**src/rtl/imm_pkg.sv**
```systemverilog
// Shared definitions for the immediate generator: format selects,
// buffer occupancy states and the legality helper.
package imm_pkg;

    // Immediate format selects carried on in_imm_src.
    localparam logic [2:0] IMM_I = 3'b000;
    localparam logic [2:0] IMM_S = 3'b001;
    localparam logic [2:0] IMM_B = 3'b010;
    localparam logic [2:0] IMM_U = 3'b011;
    localparam logic [2:0] IMM_J = 3'b100;

    // Occupancy of the two-entry output buffer.
    //   BUF_EMPTY: main invalid
    //   BUF_ONE  : main valid, skid invalid
    //   BUF_FULL : main and skid valid
    typedef enum logic [1:0] {
        BUF_EMPTY = 2'b00,
        BUF_ONE   = 2'b01,
        BUF_FULL  = 2'b10
    } buf_state_t;

    // Selects 101..111 have no defined format.
    function automatic logic imm_is_legal(input logic [2:0] sel);
        return (sel <= IMM_J);
    endfunction

endpackage

```
**src/rtl/imm_gen_pipe_if.sv**
```systemverilog
// Instruction-in / immediate-out channel pair of the immediate generator.
//
// Handshake: both channels use valid/ready. A transfer happens on a rising
// clock edge where valid && ready. A producer holding valid high keeps its
// payload stable until the transfer; valid never depends on ready. On the
// output side out_imm/out_illegal stay frozen while out_valid && !out_ready.
interface imm_gen_pipe_if #(
    parameter int XLEN = 32
);
    logic            in_valid;
    logic            in_ready;
    logic [31:7]     in_instr;
    logic [2:0]      in_imm_src;

    logic            out_valid;
    logic            out_ready;
    logic [XLEN-1:0] out_imm;
    logic            out_illegal;

    // Environment side: offers instructions and consumes immediates.
    modport master (
        output in_valid,
        input  in_ready,
        output in_instr,
        output in_imm_src,
        input  out_valid,
        output out_ready,
        input  out_imm,
        input  out_illegal
    );

    // Generator side.
    modport slave (
        input  in_valid,
        output in_ready,
        input  in_instr,
        input  in_imm_src,
        output out_valid,
        input  out_ready,
        output out_imm,
        output out_illegal
    );

endinterface

```
**src/rtl/imm_decode.sv**
```systemverilog
// Combinational immediate extractor for I/S/B/U/J formats, sign-extended
// to XLEN. Reserved selects produce a zero immediate and raise illegal.
module imm_decode
    import imm_pkg::*;
#(
    parameter int XLEN = 32
) (
    input  logic [31:7]     instr,
    input  logic [2:0]      sel,
    output logic [XLEN-1:0] imm,
    output logic            illegal
);

    generate
        if (XLEN != 32 && XLEN != 64) begin : g_bad_xlen
            $error("imm_decode: XLEN must be 32 or 64");
        end
    endgenerate

    // Every format's 32-bit form already carries instr[31] in bit 31
    // (U included), so widening to 64 is a plain sign extension of it.
    logic [31:0] imm32;

    // Assemble the 32-bit immediate for the selected format.
    always_comb begin
        imm32 = '0;
        case (sel)
            IMM_I: imm32 = {{20{instr[31]}}, instr[31:20]};
            IMM_S: imm32 = {{20{instr[31]}}, instr[31:25], instr[11:7]};
            IMM_B: imm32 = {{19{instr[31]}}, instr[31], instr[7],
                            instr[30:25], instr[11:8], 1'b0};
            IMM_U: imm32 = {instr[31:12], 12'b0};
            IMM_J: imm32 = {{11{instr[31]}}, instr[31], instr[19:12],
                            instr[20], instr[30:21], 1'b0};
            default: imm32 = '0;
        endcase
    end

    // Widen to XLEN and flag reserved selects.
    always_comb begin
        illegal   = !imm_is_legal(sel);
        imm       = {XLEN{imm32[31]}};
        imm[31:0] = imm32;
    end

endmodule

```
**src/rtl/imm_gen_pipe.sv**
```systemverilog
// Registered immediate generator with a two-entry skid buffer. The decode
// happens on the input side, so both buffer entries hold finished
// immediates. in_ready is a flop (low only when the skid entry is in use),
// so downstream back-pressure never reaches upstream combinationally.
module imm_gen_pipe
    import imm_pkg::*;
#(
    parameter int XLEN     = 32,
    parameter bit FLUSH_EN = 1'b1
) (
    input  logic        clk,
    input  logic        rst_n,
    input  logic        flush,
    imm_gen_pipe_if.slave bus,
    output buf_state_t  dbg_state
);

    logic [XLEN-1:0] dec_imm;
    logic            dec_illegal;

    imm_decode #(
        .XLEN (XLEN)
    ) u_decode (
        .instr   (bus.in_instr),
        .sel     (bus.in_imm_src),
        .imm     (dec_imm),
        .illegal (dec_illegal)
    );

    buf_state_t      state;
    logic [XLEN-1:0] main_imm;
    logic            main_illegal;
    logic [XLEN-1:0] skid_imm;
    logic            skid_illegal;
    logic            out_valid_q;
    logic            in_ready_q;

    logic flush_eff;
    logic in_fire;
    logic out_fire;

    // Flush is ignored entirely when the feature is compiled out.
    assign flush_eff = FLUSH_EN ? flush : 1'b0;
    assign in_fire   = bus.in_valid && in_ready_q;
    assign out_fire  = out_valid_q && bus.out_ready;

    // Buffer occupancy FSM; main is always the entry presented downstream.
    always_ff @(posedge clk or negedge rst_n) begin
        if (!rst_n) begin
            state        <= BUF_EMPTY;
            main_imm     <= '0;
            main_illegal <= 1'b0;
            skid_imm     <= '0;
            skid_illegal <= 1'b0;
            out_valid_q  <= 1'b0;
            in_ready_q   <= 1'b1;
        end else if (flush_eff) begin
            // Drop both entries; the payload registers keep their values.
            state       <= BUF_EMPTY;
            out_valid_q <= 1'b0;
            in_ready_q  <= 1'b1;
        end else begin
            case (state)
                BUF_EMPTY: begin
                    if (in_fire) begin
                        main_imm     <= dec_imm;
                        main_illegal <= dec_illegal;
                        out_valid_q  <= 1'b1;
                        state        <= BUF_ONE;
                    end
                end
                BUF_ONE: begin
                    if (in_fire && out_fire) begin
                        // Main drains and is refilled in the same cycle.
                        main_imm     <= dec_imm;
                        main_illegal <= dec_illegal;
                    end else if (out_fire) begin
                        out_valid_q <= 1'b0;
                        state       <= BUF_EMPTY;
                    end else if (in_fire) begin
                        // Main is stalled; park the new entry in skid.
                        skid_imm     <= dec_imm;
                        skid_illegal <= dec_illegal;
                        in_ready_q   <= 1'b0;
                        state        <= BUF_FULL;
                    end
                end
                BUF_FULL: begin
                    if (out_fire) begin
                        main_imm     <= skid_imm;
                        main_illegal <= skid_illegal;
                        in_ready_q   <= 1'b1;
                        state        <= BUF_ONE;
                    end
                end
                default: begin
                    out_valid_q <= 1'b0;
                    in_ready_q  <= 1'b1;
                    state       <= BUF_EMPTY;
                end
            endcase
        end
    end

    assign bus.in_ready    = in_ready_q;
    assign bus.out_valid   = out_valid_q;
    assign bus.out_imm     = main_imm;
    assign bus.out_illegal = main_illegal;
    assign dbg_state       = state;

endmodule

```
**src/flat_wrapper.sv**
```systemverilog
// flat-port wrapper written by rule: the top's interface ports become plain ports
module imm_gen_pipe_flat import imm_pkg::*;
#(
    parameter int XLEN     = 32,
    parameter bit FLUSH_EN = 1'b1
)
  (clk, rst_n, flush, dbg_state, bus_in_valid, bus_in_ready, bus_in_instr, bus_in_imm_src, bus_out_valid, bus_out_ready, bus_out_imm, bus_out_illegal);
  imm_gen_pipe_if #(.XLEN(XLEN)) bus_i ();
  input  logic clk;
  input  logic rst_n;
  input  logic flush;
  output buf_state_t dbg_state;
  input wire logic [$bits(bus_i.in_valid)-1:0] bus_in_valid;
  output wire logic [$bits(bus_i.in_ready)-1:0] bus_in_ready;
  input wire logic [$bits(bus_i.in_instr)-1:0] bus_in_instr;
  input wire logic [$bits(bus_i.in_imm_src)-1:0] bus_in_imm_src;
  output wire logic [$bits(bus_i.out_valid)-1:0] bus_out_valid;
  input wire logic [$bits(bus_i.out_ready)-1:0] bus_out_ready;
  output wire logic [$bits(bus_i.out_imm)-1:0] bus_out_imm;
  output wire logic [$bits(bus_i.out_illegal)-1:0] bus_out_illegal;
  assign bus_i.in_valid = bus_in_valid;
  assign bus_in_ready = bus_i.in_ready;
  assign bus_i.in_instr = bus_in_instr;
  assign bus_i.in_imm_src = bus_in_imm_src;
  assign bus_out_valid = bus_i.out_valid;
  assign bus_i.out_ready = bus_out_ready;
  assign bus_out_imm = bus_i.out_imm;
  assign bus_out_illegal = bus_i.out_illegal;
  imm_gen_pipe #(.XLEN(XLEN), .FLUSH_EN(FLUSH_EN)) u_core (.clk(clk), .rst_n(rst_n), .flush(flush), .bus(bus_i), .dbg_state(dbg_state));
endmodule
```
**config.mk**
```make
export PLATFORM = sky130hd
export DESIGN_NAME = imm_gen_pipe_flat
export DESIGN_NICKNAME = d
export VERILOG_FILES = /design/src/rtl/imm_pkg.sv /design/src/rtl/imm_gen_pipe_if.sv /design/src/rtl/imm_decode.sv /design/src/rtl/imm_gen_pipe.sv /design/src/flat_wrapper.sv
export SDC_FILE = /design/constraint.sdc
export NUM_CORES = 1
export LEC_CHECK = 0
export BUFFER_PORTS_ARGS = -buffer_cell sky130_fd_sc_hd__buf_2
export CELL_PAD_IN_SITES_DETAIL_PLACEMENT = 0
export CELL_PAD_IN_SITES_GLOBAL_PLACEMENT = 2
export CORE_AREA = 8 8 108 110
export CTS_BUF_LIST = sky130_fd_sc_hd__clkbuf_2
export DETAILED_ROUTE_END_ITERATION = 10
export DIE_AREA = 0 0 116 118
export PLACE_DENSITY_LB_ADDON = 0.05
export REMOVE_ABC_BUFFERS = 1
export SYNTH_ARGS = -nofsm -noshare
export SYNTH_HDL_FRONTEND = slang
export SYNTH_SLANG_ARGS = --single-unit
```
**constraint.sdc**
```tcl
create_clock -name clk -period 3.81 [get_ports clk]
set_clock_uncertainty 0.15 [all_clocks]
set_input_delay 0.381 -clock clk [delete_from_list [all_inputs] [get_ports clk]]
set_output_delay 0.381 -clock clk [all_outputs]
set_load 0.05 [all_outputs]
```
-- After elaboration in Yosys (flattened, before gate mapping)
Cells that the tools add are included.
- register bits after elaboration: 70
- input port bits: 33
- magnitude comparators: 1
- equal/unequal tests: 18
- mux-type cells: 27
- bitwise gates (word level): 3
- reductions and logical operators: 12
- operator list (kind ; count):
    $pmux 32 s5 ; 1
    $mux 32 ; 3
    $pmux 32 s3 ; 1
    $reduce_and 5->1 ; 3
    $mux 1 ; 12
    $mux 2 ; 6
    $ne 3x2->1 const B ; 4
    $pmux 1 s3 ; 3
    $reduce_and 4->1 ; 2
    $eq 3x2->1 const B ; 2
    $ne 2x1->1 const B ; 3
    $ne 3x3->1 const B ; 2
    $pmux 2 s3 ; 1
    $ne 2x2->1 const B ; 2
    $ne 4x2->1 const B ; 1
    $eq 3x1->1 const B ; 1
    $eq 3x3->1 const B ; 1
    $le 3x3->1 const B ; 1
    $logic_and 1x1->1 ; 3
    $logic_not 3->1 ; 1
    $not 1->1 ; 3
    $reduce_bool 3->1 ; 1
    $eq 2x1->1 const B ; 1
    $eq 2x2->1 const B ; 1
    2 further kinds ; 2

-- Depth between registers and ports, before layout
- depth in word-level cells: 6
- mapped depth: 7

-- Hierarchy
From an unflattened synthesis, not the netlist that was laid out.
- cell total of the unflattened synthesis: 328
- area total of the unflattened synthesis: 3717.3 um2
- by module, submodules not included (module ; instances ; cells an instance ; area an instance (um2) ; sequential area each (um2)):
    imm_gen_pipe ; 1 ; 246 ; 3215.6 ; 1752.9
    imm_decode ; 1 ; 82 ; 501.7 ; 0.0

-- Least setup slack after synthesis
No wires, ideal clock.
- path kind: reg2reg
- start: reg u_core.in_ready_q (netlist: u_core.bus.in_ready)
- end: reg u_core.main_imm[23] (netlist: u_core.bus.out_imm[23])
- arrival: 1.808 ns
- path slack: 1.762 ns
- cell stages (with the launch flop): 8
- clock period less this slack: 2.048 ns
- path through: dfstp_2 and3b_1 buf_4 a22oi_4 or2_1 buf_6 buf_12 o31ai_4
- longest elaborated chain between the ends: 4
- elaborated cells on any way between the ends: 5
- ends and longest elaborated chain (item ; line ; text):
    start, declared ; imm_gen_pipe.sv:36 ; logic in_ready_q;
    start signal, assigned ; imm_gen_pipe.sv:56 ; in_ready_q <= 1'b1;
    start signal, assigned ; imm_gen_pipe.sv:61 ; in_ready_q <= 1'b1;
    start signal, assigned ; imm_gen_pipe.sv:84 ; in_ready_q <= 1'b0;
    $logic_and 1x1->1 (*) ; imm_gen_pipe.sv:44 ; assign in_fire = bus.in_valid && in_ready_q;
    $logic_and 1x1->1 ; imm_gen_pipe.sv:73 ; if (in_fire && out_fire) begin
    $ne 2x1->1 (no source line) ; - ;
    $reduce_and 5->1 (no source line) (*) ; - ;
    end signal, assigned ; imm_gen_pipe.sv:66 ; main_imm <= dec_imm;
    end signal, assigned ; imm_gen_pipe.sv:75 ; main_imm <= dec_imm;
    end signal, assigned ; imm_gen_pipe.sv:90 ; main_imm <= skid_imm;
    end, declared ; imm_gen_pipe.sv:31 ; logic [XLEN-1:0] main_imm;
Every way passes the cells marked *; elsewhere a longest branch is shown, timed or not.
A chain may end at the register's enable or synchronous reset.

-- Final worst setup path
- start: reg u_core.state[0] (netlist: u_core.dbg_state[0])
- end: reg u_core.main_imm[17] (netlist: u_core.bus.out_imm[17])
- longest elaborated chain between the ends: 3
- elaborated cells on any way between the ends: 9
- ends and longest elaborated chain (item ; line ; text):
    start, declared ; imm_gen_pipe.sv:30 ; buf_state_t state;
    start signal, assigned ; imm_gen_pipe.sv:50 ; state <= BUF_EMPTY;
    start signal, assigned ; imm_gen_pipe.sv:59 ; state <= BUF_EMPTY;
    start signal, assigned ; imm_gen_pipe.sv:69 ; state <= BUF_ONE;
    $eq 2x2->1, or another cell as far along ; imm_gen_pipe.sv:63 ; case (state)
    $ne 2x1->1 (no source line) or $reduce_bool 3->1 (tied branches) ; - ;
    $reduce_and 5->1 (no source line) ; - ;
Several ways; a longest one is shown, not always the timed one.

==> metrics.cfg <==
[outcome]
status=complete, no violations

[cts]
worstSkewPairLatency_ns=0.49
cts_tree=built
clockBufferDepth=2
cts_made_buffers=9
cts_root_buf=clkbuf_2
post_cts_buffers=0
clk_pin_slew_worst_paths_ns=0.20
cts_sinks=70
h-tree-depth=3

[floorplan]
die_h_um=118
start_util_pct=37.9
die_w_um=116
die-area_um2=13700
row_count=37
ioPinCount=70
core_um2=10000

[critical_path]
critPathLaunchType=flip-flop
crit_type=flip-flop to flip-flop
worst_setup_path_startpoint=u_core.dbg_state[0]
crit_required_ns=4.09
crit_path_max_fanout=35
reg2reg_depth=5
arrival_ns=2.81
r2r_start=u_core.dbg_state[0]
r2r-end=u_core.bus.out_imm[17]
crit_path_end_kind=flip-flop
r2r_slack_ns=1.28

[global_route]
grt_max_degree=52
grt_pass1_vias=3289
use_met3_pct=2.36
grt_pass1_wl_um=17700
use_met1_pct=22.6
grt_busiest_layer=met2
met2_usage_pct=25.4
grt_overflow=0
grtUsageTotal_pct=16.3
antenna_found_initial=0

[timing]
min_period_over_period_pct=66.4
drv_slew=0
relSlewSlack_pct=28.5
period_needed_ns=2.53
finalHoldViolCount=0
worstMarginPinSlew_ns=1.07
tns_ns=0
max_freq_mhz=395
setup_violations=0
setup_slack_ns=1.28
rsz0062_at_grt=no

[pwr]
peakVddDrop_mv=0.240
p_per_area_nw_per_um2=619
leakagePower_nw=1.98

[layout]
area.growth.synth_to_final_pct=15.0
diodes=0
final_core_util_pct=43.6
nets=470
final_cell_mix=buf_2 (69), dfrtp_1 (69), o21ai_0 (51)
drive_gt1_share_pct=28.5

[synthesis]
syn_avg_cell_area_um2=10.0
yosys_register_bits=70
synth_flop_cell=dfrtp_1
synth.area.top_cells=dfrtp_1 (46%), o21ai_0 (6.7%), o31ai_4 (5.6%), nand2_1 (3.8%), mux2_2 (3.6%)
synthArstFlopShare_pct=100
synth_area_um2=3790
yosysSeqAreaShare_pct=46.3
netlist-cell-type-count=49
yosysTopAreaCellShare_pct=45.6
synthCells=377
synth_area_leader_cell=dfrtp_1
ys_warn_count=0
synth_edf_count=0

[hold_path]
hold_path_depth=3
min_to=u_core.skid_imm[6]
hp-class=input port to flip-flop
hp-start=bus_in_instr[19]

[placement]
dp_slack_ns=1.19
gp_congestion=0.723
io_buffers=69
dp_hpwl_um=6810

[route]
ant_nets=0
viasPerCell=5.33
drc=0
drt_wl_total_um=10400
dr.pass1.iters=4
vias=3081
wl_per_cell_um=18.1
drtIter0Drc=202

[job]
max-cap-violations=0

## repair_timing
action                    CTS  global route
hold buffers                8             0
hold endpoints to repair   41             0
resized for setup           0             0
## cells by family (layout without fill, tap and decap cells)
group / after synthesis / in the layout / share of synthesized area, %
compound gates: 155 / 155 / 31.2
fa+ha+maj: 1 / 1 / 0.297
buf+inv: 40 / 105 / 5.32
flops: 70 / 70 / 46.3
mux: 14 / 14 / 4.10
simple gates: 97 / 97 / 12.8
## layer usage
metal | part of all wire, % | vias to the layer above
met5 | 0 | -
met4 | 0.46 | 0
met3 | 5.0 | 4
met2 | 48 | 81
met1 | 47 | 1502
li1 | - | 1494
## worst max-delay path by stage
stage,cells past startpoint,end
global placement,5,u_core.bus.out_imm[17]
floorplan,4,u_core.bus.out_imm[11]
finish,5,u_core.bus.out_imm[17]
detailed placement,5,u_core.bus.out_imm[17]
CTS,5,u_core.bus.out_imm[15]
global route,5,u_core.bus.out_imm[19]
## area by class of cell
class / instances / area (um2)
fill: 1042 / 5640
timing repair buffer: 85 / 498
sequential: 70 / 1750
clock inverter: 7 / 41.3
multi-input combinational: 267 / 1830
tap: 136 / 170
clock buffer: 9 / 45.0
inverter: 4 / 15.0
## critical path, cell delays in order (launching register included)
cell and delay [ns]:
dfrtp_1 0.49, and2b_1 0.28, buf_4 0.37, a32oi_1 0.09, nor2_1 0.82, a32o_1 0.28
## registers in the layout, indices dropped and copies added (netlist names)
register	count
u_core.skid_imm	32
u_core.dbg_state	2
u_core.bus.out_imm	32
u_core.skid_illegal	1
u_core.bus.out_illegal	1
u_core.bus.out_valid	1
u_core.bus.in_ready	1
## report_power, final
part | total [mW] | switching [mW] | internal (mW)
clock | 0.363 | 0.283 | 0.0795
sequential | 1.14 | 0.140 | 1.00
combinational | 1.19 | 0.815 | 0.373
total | 2.69 | 1.24 | 1.46
## synth_stat cells (2+ instances only)
cell type / count
o22a_1: 5
a31oi_1: 10
buf_2: 10
a21oi_1: 25
o221a_2: 4
nand3b_1: 2
clkbuf_1: 17
o31ai_2: 2
buf_4: 2
nor2b_1: 5
a22o_1: 12
and3b_1: 2
a211oi_1: 8
mux2_2: 12
buf_6: 2
nand2b_1: 21
dfrtp_1: 69
o21ai_0: 51
mux2i_1: 2
nor2_1: 19
a21o_1: 2
a32o_1: 8
buf_1: 4
o31ai_4: 10
o21bai_1: 2
o211ai_1: 8
inv_1: 4
nand2_1: 38
## per-stage QoR
step                hold slack, ns  std cells  total power [mW]  cell area (um2)
finish                      0.0541        578              2.69             4360
CTS                      0.0000189        578              2.74             4360
global placement             0.311        554              2.35             4190
detailed placement           0.317        554              2.37             4190
global route                0.0213        578              2.88             4360
floorplan                  -0.0646        341              2.03             3600
Power figures use the tool's default switching activity.
